`src/rtl/hamfsk_pkg.sv`:
```
// ============================================================================
// Module  : hamfsk_pkg
// Brief   : Hamming(7,4) layout constants and helper functions for the FSK link
// Revision: 1.0 - initial release
// ============================================================================
`default_nettype none

package hamfsk_pkg;

    localparam int HAM_CW_W    = 7;
    localparam int HAM_FRAME_W = 14;
    localparam int PCM_W       = 8;

    // Bit positions inside one 7-bit codeword; shared with the upstream encoder.
    localparam int HAM_P1_POS = 0;
    localparam int HAM_P2_POS = 1;
    localparam int HAM_D1_POS = 2;
    localparam int HAM_P4_POS = 3;
    localparam int HAM_D2_POS = 4;
    localparam int HAM_D3_POS = 5;
    localparam int HAM_D4_POS = 6;

    function automatic logic [2:0] ham_syndrome(input logic [HAM_CW_W-1:0] w);
        logic s1, s2, s4;
        s1 = w[HAM_P1_POS] ^ w[HAM_D1_POS] ^ w[HAM_D2_POS] ^ w[HAM_D4_POS];
        s2 = w[HAM_P2_POS] ^ w[HAM_D1_POS] ^ w[HAM_D3_POS] ^ w[HAM_D4_POS];
        s4 = w[HAM_P4_POS] ^ w[HAM_D2_POS] ^ w[HAM_D3_POS] ^ w[HAM_D4_POS];
        return {s4, s2, s1};
    endfunction

    function automatic logic [3:0] ham_data(input logic [HAM_CW_W-1:0] w);
        return {w[HAM_D4_POS], w[HAM_D3_POS], w[HAM_D2_POS], w[HAM_D1_POS]};
    endfunction

endpackage

`default_nettype wire

```
`src/rtl/hamming74_correct.sv`:
```
// ============================================================================
// Module  : hamming74_correct
// Brief   : Combinational single-error correction of one Hamming(7,4) codeword
// Revision: 1.0 - initial release
// ============================================================================
`default_nettype none

module hamming74_correct
    import hamfsk_pkg::*;
(
    input  logic [HAM_CW_W-1:0] i_codeword,
    output logic [3:0]          o_nibble,
    output logic                o_err
);

    logic [2:0]          w_syn;
    logic [HAM_CW_W-1:0] w_flip;
    logic [HAM_CW_W-1:0] w_fixed;

    // A nonzero syndrome is the 1-based index of the bit to invert.
    assign w_syn   = ham_syndrome(i_codeword);
    assign w_flip  = (w_syn == 3'd0) ? '0 : (7'd1 << (w_syn - 3'd1));
    assign w_fixed = i_codeword ^ w_flip;

    assign o_nibble = ham_data(w_fixed);
    assign o_err    = |w_syn;

endmodule

`default_nettype wire

```
`src/rtl/hamming_frame_decoder.sv`:
```
// ============================================================================
// Module  : hamming_frame_decoder
// Brief   : Two-stage valid/ready decoder of 14-bit Hamcode frames to PCM bytes
// Revision: 1.0 - initial release
// ============================================================================
`default_nettype none

module hamming_frame_decoder
    import hamfsk_pkg::*;
#(
    parameter int CNT_W = 16
) (
    input  logic                   clk,
    input  logic                   reset_n,
    input  logic [HAM_FRAME_W-1:0] in_hamcode,
    input  logic                   in_valid,
    output logic                   in_ready,
    input  logic                   clr_stats,
    output logic [PCM_W-1:0]       pcm_data,
    output logic                   err_lo,
    output logic                   err_hi,
    output logic                   out_valid,
    input  logic                   out_ready,
    output logic [CNT_W-1:0]       corr_count,
    output logic [CNT_W-1:0]       frame_count
);

    logic                   r_s1_valid;
    logic [HAM_FRAME_W-1:0] r_s1_code;
    logic [2:0]             r_s1_syn_lo;
    logic [2:0]             r_s1_syn_hi;

    logic                   r_s2_valid;
    logic [PCM_W-1:0]       r_pcm;
    logic                   r_err_lo;
    logic                   r_err_hi;

    logic [CNT_W-1:0]       r_corr_count;
    logic [CNT_W-1:0]       r_frame_count;

    logic w_s2_en, w_s1_en, w_accept, w_move, w_deliver;
    logic [3:0] w_nib_lo, w_nib_hi;
    logic       w_fix_lo, w_fix_hi;
    logic [1:0]     w_corr_inc;
    logic [CNT_W:0] w_corr_sum;

    assign w_s2_en   = !r_s2_valid | out_ready;
    assign w_s1_en   = !r_s1_valid | w_s2_en;
    assign w_accept  = in_valid & w_s1_en;
    assign w_move    = r_s1_valid & w_s2_en;
    assign w_deliver = r_s2_valid & out_ready;

    hamming74_correct u_corr_lo (
        .i_codeword (r_s1_code[HAM_CW_W-1:0]),
        .o_nibble   (w_nib_lo),
        .o_err      (w_fix_lo)
    );

    hamming74_correct u_corr_hi (
        .i_codeword (r_s1_code[HAM_FRAME_W-1:HAM_CW_W]),
        .o_nibble   (w_nib_hi),
        .o_err      (w_fix_hi)
    );

    // Counter increment comes from the syndromes captured in stage 1.
    assign w_corr_inc = w_move ? ({1'b0, |r_s1_syn_lo} + {1'b0, |r_s1_syn_hi}) : 2'd0;
    assign w_corr_sum = {1'b0, r_corr_count} + {{(CNT_W-1){1'b0}}, w_corr_inc};

    always_ff @(posedge clk or negedge reset_n) begin
        if (!reset_n) begin
            r_s1_valid  <= 1'b0;
            r_s1_code   <= '0;
            r_s1_syn_lo <= 3'd0;
            r_s1_syn_hi <= 3'd0;
        end else begin
            if (w_s1_en) begin
                r_s1_valid <= in_valid;
            end
            if (w_accept) begin
                r_s1_code   <= in_hamcode;
                r_s1_syn_lo <= ham_syndrome(in_hamcode[HAM_CW_W-1:0]);
                r_s1_syn_hi <= ham_syndrome(in_hamcode[HAM_FRAME_W-1:HAM_CW_W]);
            end
        end
    end

    always_ff @(posedge clk or negedge reset_n) begin
        if (!reset_n) begin
            r_s2_valid <= 1'b0;
            r_pcm      <= '0;
            r_err_lo   <= 1'b0;
            r_err_hi   <= 1'b0;
        end else begin
            if (w_s2_en) begin
                r_s2_valid <= r_s1_valid;
            end
            if (w_move) begin
                r_pcm    <= {w_nib_hi, w_nib_lo};
                r_err_lo <= w_fix_lo;
                r_err_hi <= w_fix_hi;
            end
        end
    end

    // Any carry out of the sum means the true count passed the maximum.
    always_ff @(posedge clk or negedge reset_n) begin
        if (!reset_n) begin
            r_corr_count  <= '0;
            r_frame_count <= '0;
        end else if (clr_stats) begin
            r_corr_count  <= '0;
            r_frame_count <= '0;
        end else begin
            r_corr_count  <= w_corr_sum[CNT_W] ? {CNT_W{1'b1}} : w_corr_sum[CNT_W-1:0];
            if (w_deliver) begin
                r_frame_count <= r_frame_count + {{(CNT_W-1){1'b0}}, 1'b1};
            end
        end
    end

    assign in_ready    = w_s1_en;
    assign out_valid   = r_s2_valid;
    assign pcm_data    = r_pcm;
    assign err_lo      = r_err_lo;
    assign err_hi      = r_err_hi;
    assign corr_count  = r_corr_count;
    assign frame_count = r_frame_count;

endmodule

`default_nettype wire

```
`config.mk`:
```
export PLATFORM = sky130hd
export DESIGN_NAME = hamming_frame_decoder
export DESIGN_NICKNAME = d
export VERILOG_FILES = /design/src/rtl/hamfsk_pkg.sv /design/src/rtl/hamming74_correct.sv /design/src/rtl/hamming_frame_decoder.sv
export SDC_FILE = /design/constraint.sdc
export NUM_CORES = 1
export LEC_CHECK = 0
export ABC_CLOCK_PERIOD_IN_PS = 6310
export BUFFER_PORTS_ARGS = -buffer_cell sky130_fd_sc_hd__buf_2
export CORE_ASPECT_RATIO = 0.5
export CORE_UTILIZATION = 55
export CTS_BUF_LIST = sky130_fd_sc_hd__clkbuf_8
export CTS_CLUSTER_DIAMETER = 80
export DETAILED_ROUTE_END_ITERATION = 8
export GPL_TIMING_DRIVEN = 0
export HOLD_SLACK_MARGIN = 0.12
export PLACE_DENSITY = 0.79
export SETUP_SLACK_MARGIN = 0.05
export SLEW_MARGIN = 10
export SYNTH_ARGS = -nofsm -noshare
export SYNTH_HDL_FRONTEND = slang
export SYNTH_HIERARCHICAL = 1
export SYNTH_SLANG_ARGS = --single-unit
```
`constraint.sdc`:
```
create_clock -name clk -period 6.31 [get_ports clk]
set_clock_uncertainty 0.05 [all_clocks]
set_input_delay 0 -clock clk [delete_from_list [all_inputs] [get_ports clk]]
set_output_delay 0 -clock clk [all_outputs]
set_load 0.05 [all_outputs]
```
==> impl_metrics.csv <==
group,metric,value,unit
cts,cts_tree,"built",
timing,maxSlewViolCount,0,
power_and_ir_drop,p_comb_share,33.9,%
finish,diodes,0,
floorplanning,core.rowCount,19,
setup_path,required,6510,ps
synthesis,yosysUniqueCellTypes,43,
power_and_ir_drop,p_int,830.4,uW
synthesis,syn_area,3403,um2
cts,cts-htree-levels,3,
floorplanning,die_h,57.63,um
global_routing,grt_start_max_net_pins,65,
cts,clock_latency,330,ps
global_routing,grt_antenna_before_repair,0,
power_and_ir_drop,swShare,36.77,%
finish,final_nets,442,
detailed_routing,routed_wl,7.301,mm
finish,syn_to_final_growth,23.71,%
global_routing,grt_use_total,24.72,%
hold_path,hp-class,"in2async",
timing,rsz0062_at_grt,"false",
timing,timing.fmax,276.5,MHz
status,status,"complete, no violations",
power_and_ir_drop,clkPwrFrac,26.6,%
detailed_routing,wl_per_cell,14.40,um
synthesis,ys_seq_area_share,47.06,%
place,io_buffers,62,
detailed_routing,drt_first_pass_iters,4,
setup_path,crit_arrival,3820,ps
floorplanning,ios,63,
cts,cts.clk_slew.worst_paths,70,ps
detailed_routing,ant_nets,0,
place,place.gp.congestion,0.8646,
timing,tightest_slew,788.5,ps
floorplanning,die_w,113.2,um
timing,hold_viol,0,
cts,cts_setup_buffers,0,
timing,finalSetupViolCount,0,
global_routing,gr-total-overflow,0,
cts,cts.sinks,64,
setup_path,critical_path.max_fanout,10,
finish,fillerInstances,436,
power_and_ir_drop,p_sw,482.9,uW
detailed_routing,drt-initial-drc-count,142,
global_routing,grt_pass1_vias,2758,
power_and_ir_drop,p_seq_share,39.6,%
place,dp_hpwl,5.321,mm
synthesis,synth_cells,326,
detailed_routing,drc_errors,0,
synthesis,synth-seq-cells,64,
finish,design_area,4210,um2
synthesis,syn_area_per_cell,10.44,um2
global_routing,grt_pass1_wl,12.56,mm
setup_path,critical_path_class,"reg2reg",
timing,fin_crit,3617,ps
timing,setup_tns,0,ps
floorplanning,die_area,6526,um2
timing,finalCritPeriodShare,57.31,%
timing,max-slew-margin-rel,47.44,%
run,max_cap_viol_count,0,
floorplanning,coreArea,5729,um2
power_and_ir_drop,vdd.ir_drop.worst,0.1881,mV
setup_path,critPathCaptureType,"flop",
timing,hold_ws,241.2,ps
detailed_routing,vias,2751,
cts,clockBufferDepth,2,
synthesis,ys_warn_count,6,
cts,cts_root_buf,"clkbuf_8",
detailed_routing,viasPerCell,5.426,
place,dpl_cell_area,3821,um2
power_and_ir_drop,p_leak,1.841,nW
floorplanning,start_util,59.40,%
power_and_ir_drop,powerDensity,311.9,nW/um2
finish,layout-drive-gt1-share,26.00,%
cts,cts_buffers,9,
setup_path,crit_path_start_kind,"flop",
synthesis,synth_nets,350,
placed cells by master (no fill, tap or decap), types with 2 or more instances in the layout:
cell	n
a211oi_1	2
a21oi_1	17
a31oi_1	4
and3_1	5
and4_1	3
buf_2	62
clkbuf_1	5
clkbuf_8	11
clkinv_2	2
dfrtp_1	64
dlygate4sd3_1	19
ha_1	4
inv_1	8
mux2_1	2
mux2_2	24
nand2_1	27
nand2b_1	2
nand3_1	13
nand3b_1	2
nand4_1	5
nor2_1	22
nor3_1	11
nor4_1	4
o21a_1	2
o21ai_0	12
o22a_1	2
o22ai_1	2
o31ai_1	4
o32a_1	2
or3_1	3
or3_2	2
or4_1	2
or4_2	2
xnor2_1	38
xor2_1	21
power groups by stage:
stage / combinational (mW) / clock (mW) / sequential (mW)
after global placement: 0.417 / 0 / 0.522
after detailed placement: 0.434 / 0 / 0.528
after CTS: 0.444 / 0.355 / 0.520
after floorplan: 0.200 / 0 / 0.649
after global routing: 0.480 / 0.371 / 0.528
final: 0.445 / 0.349 / 0.520
registers in the layout, summed over array words and instances, names as in the netlist:
name and cells:
r_s1_code 14, pcm_data 8, r_s1_valid 1, err_lo 1, r_s1_syn_lo 3, frame_count 16, corr_count 16, err_hi 1
r_s1_syn_hi 3, out_valid 1
per-stage QoR:
step                util (%)  power [mW]  worst slack, ps  cells
finish                 73.49       1.313             2693    507
detailed placement     66.70      0.9615             2765    472
CTS                    73.49       1.320             2723    507
floorplan                  -      0.8484             3312    326
global route           73.49       1.379             2409    507
global placement       66.65      0.9386             2877    472
what timing repair did:
action,CTS,global route
hold buffers,19,0
setup endpoints to repair,0,0
hold endpoints to repair,92,0
resized for setup,0,0
worst max-delay path, cell delays in order, from the launching register on:
cell	delay (ps)
dfrtp_1	380
or3_1	390
ha_1	300
and3_1	170
ha_1	180
inv_1	60
fa_1	390
nand3b_1	300
nor4_1	670
nand2_1	150
clkbuf_1	270
a21oi_1	210
routing by layer:
layer	GRT usage, %	vias up	part of all wire, %
met5	0	-	0
met4	6.767	0	0.95
li1	-	1343	-
met3	5.858	10	4.0
met2	43.30	68	48
met1	31.42	1330	47
cell type report:
type                            instances  area [um2]  share of cell area [%]
Multi-Input combinational cell        250        1755                   41.69
Timing Repair Buffer                   81       503.0                   11.95
Sequential cell                        64        1602                   38.04
Inverter                                6       22.52                  0.5349
Tap cell                               84       105.1                   2.496
Clock inverter                          5       47.55                   1.129
Buffer                                  6       23.77                  0.5646
Clock buffer                           11       151.4                   3.596
path summary, 6_finish.rpt:
kind	endpoint	depth (start not counted)	start	slack, ps
hold / removal	r_s1_code[4]$_DFFE_PN0P_	2	reset_n	240
setup / recovery	corr_count[6]$_DFF_PN0_	11	r_s1_syn_lo[1]$_DFFE_PN0P_	2690
max in group asynchronous	pcm_data[2]$_DFFE_PN0N_	2	reset_n	5450
min in group clk	corr_count[15]$_DFF_PN0_	3	clr_stats	360
setup reg to reg	corr_count[6]$_DFF_PN0_	11	r_s1_syn_lo[1]$_DFFE_PN0P_	2690
hold reg to reg	r_s1_syn_hi[1]$_DFFE_PN0P_	2	r_s1_syn_hi[1]$_DFFE_PN0P_	430
kinds of logic (layout without fill, tap and decap cells):
| family | count (synthesis) | in the layout | share of synthesized area (%) |
|---|---|---|---|
| simple gates | 111 | 111 | 17.02 |
| fa+ha+maj | 5 | 5 | 2.059 |
| xor+xnor | 59 | 59 | 15.18 |
| buf+inv | 12 | 109 | 1.360 |
| flops | 64 | 64 | 47.06 |
| mux | 26 | 26 | 8.603 |
| compound gates | 49 | 49 | 8.713 |
Yosys cell counts:
master | n | area [um2]
a211oi_1 | 2 | 15.01
a21oi_1 | 17 | 85.08
a311oi_1 | 1 | 8.760
a31oi_1 | 4 | 25.02
and3_1 | 5 | 31.28
and4_1 | 3 | 26.28
and4_2 | 1 | 10.01
buf_2 | 1 | 5.000
clkbuf_1 | 5 | 18.77
dfrtp_1 | 64 | 1602
fa_1 | 1 | 20.02
ha_1 | 4 | 50.05
inv_1 | 6 | 22.52
mux2_1 | 2 | 22.52
mux2_2 | 24 | 270.3
nand2_1 | 27 | 101.4
nand2_2 | 1 | 6.260
nand2b_1 | 2 | 12.51
nand3_1 | 13 | 65.06
nand3b_1 | 2 | 15.01
nand4_1 | 5 | 31.28
nand4_2 | 1 | 12.51
nor2_1 | 22 | 82.58
nor2b_1 | 1 | 6.260
nor3_1 | 11 | 55.05
nor3b_1 | 1 | 7.510
nor4_1 | 4 | 25.02
o21a_1 | 2 | 15.01
o21ai_0 | 12 | 60.06
o21bai_1 | 1 | 7.510
o22a_1 | 2 | 17.52
o22ai_1 | 2 | 12.51
o31ai_1 | 4 | 30.03
o32a_1 | 2 | 20.02
or2_2 | 1 | 6.260
or2b_1 | 1 | 7.510
or3_1 | 3 | 18.77
or3_2 | 2 | 15.01
or3_4 | 1 | 11.26
or4_1 | 2 | 15.01
or4_2 | 2 | 17.52
xnor2_1 | 38 | 332.8
xor2_1 | 21 | 183.9
Power figures use the tool's default switching activity.
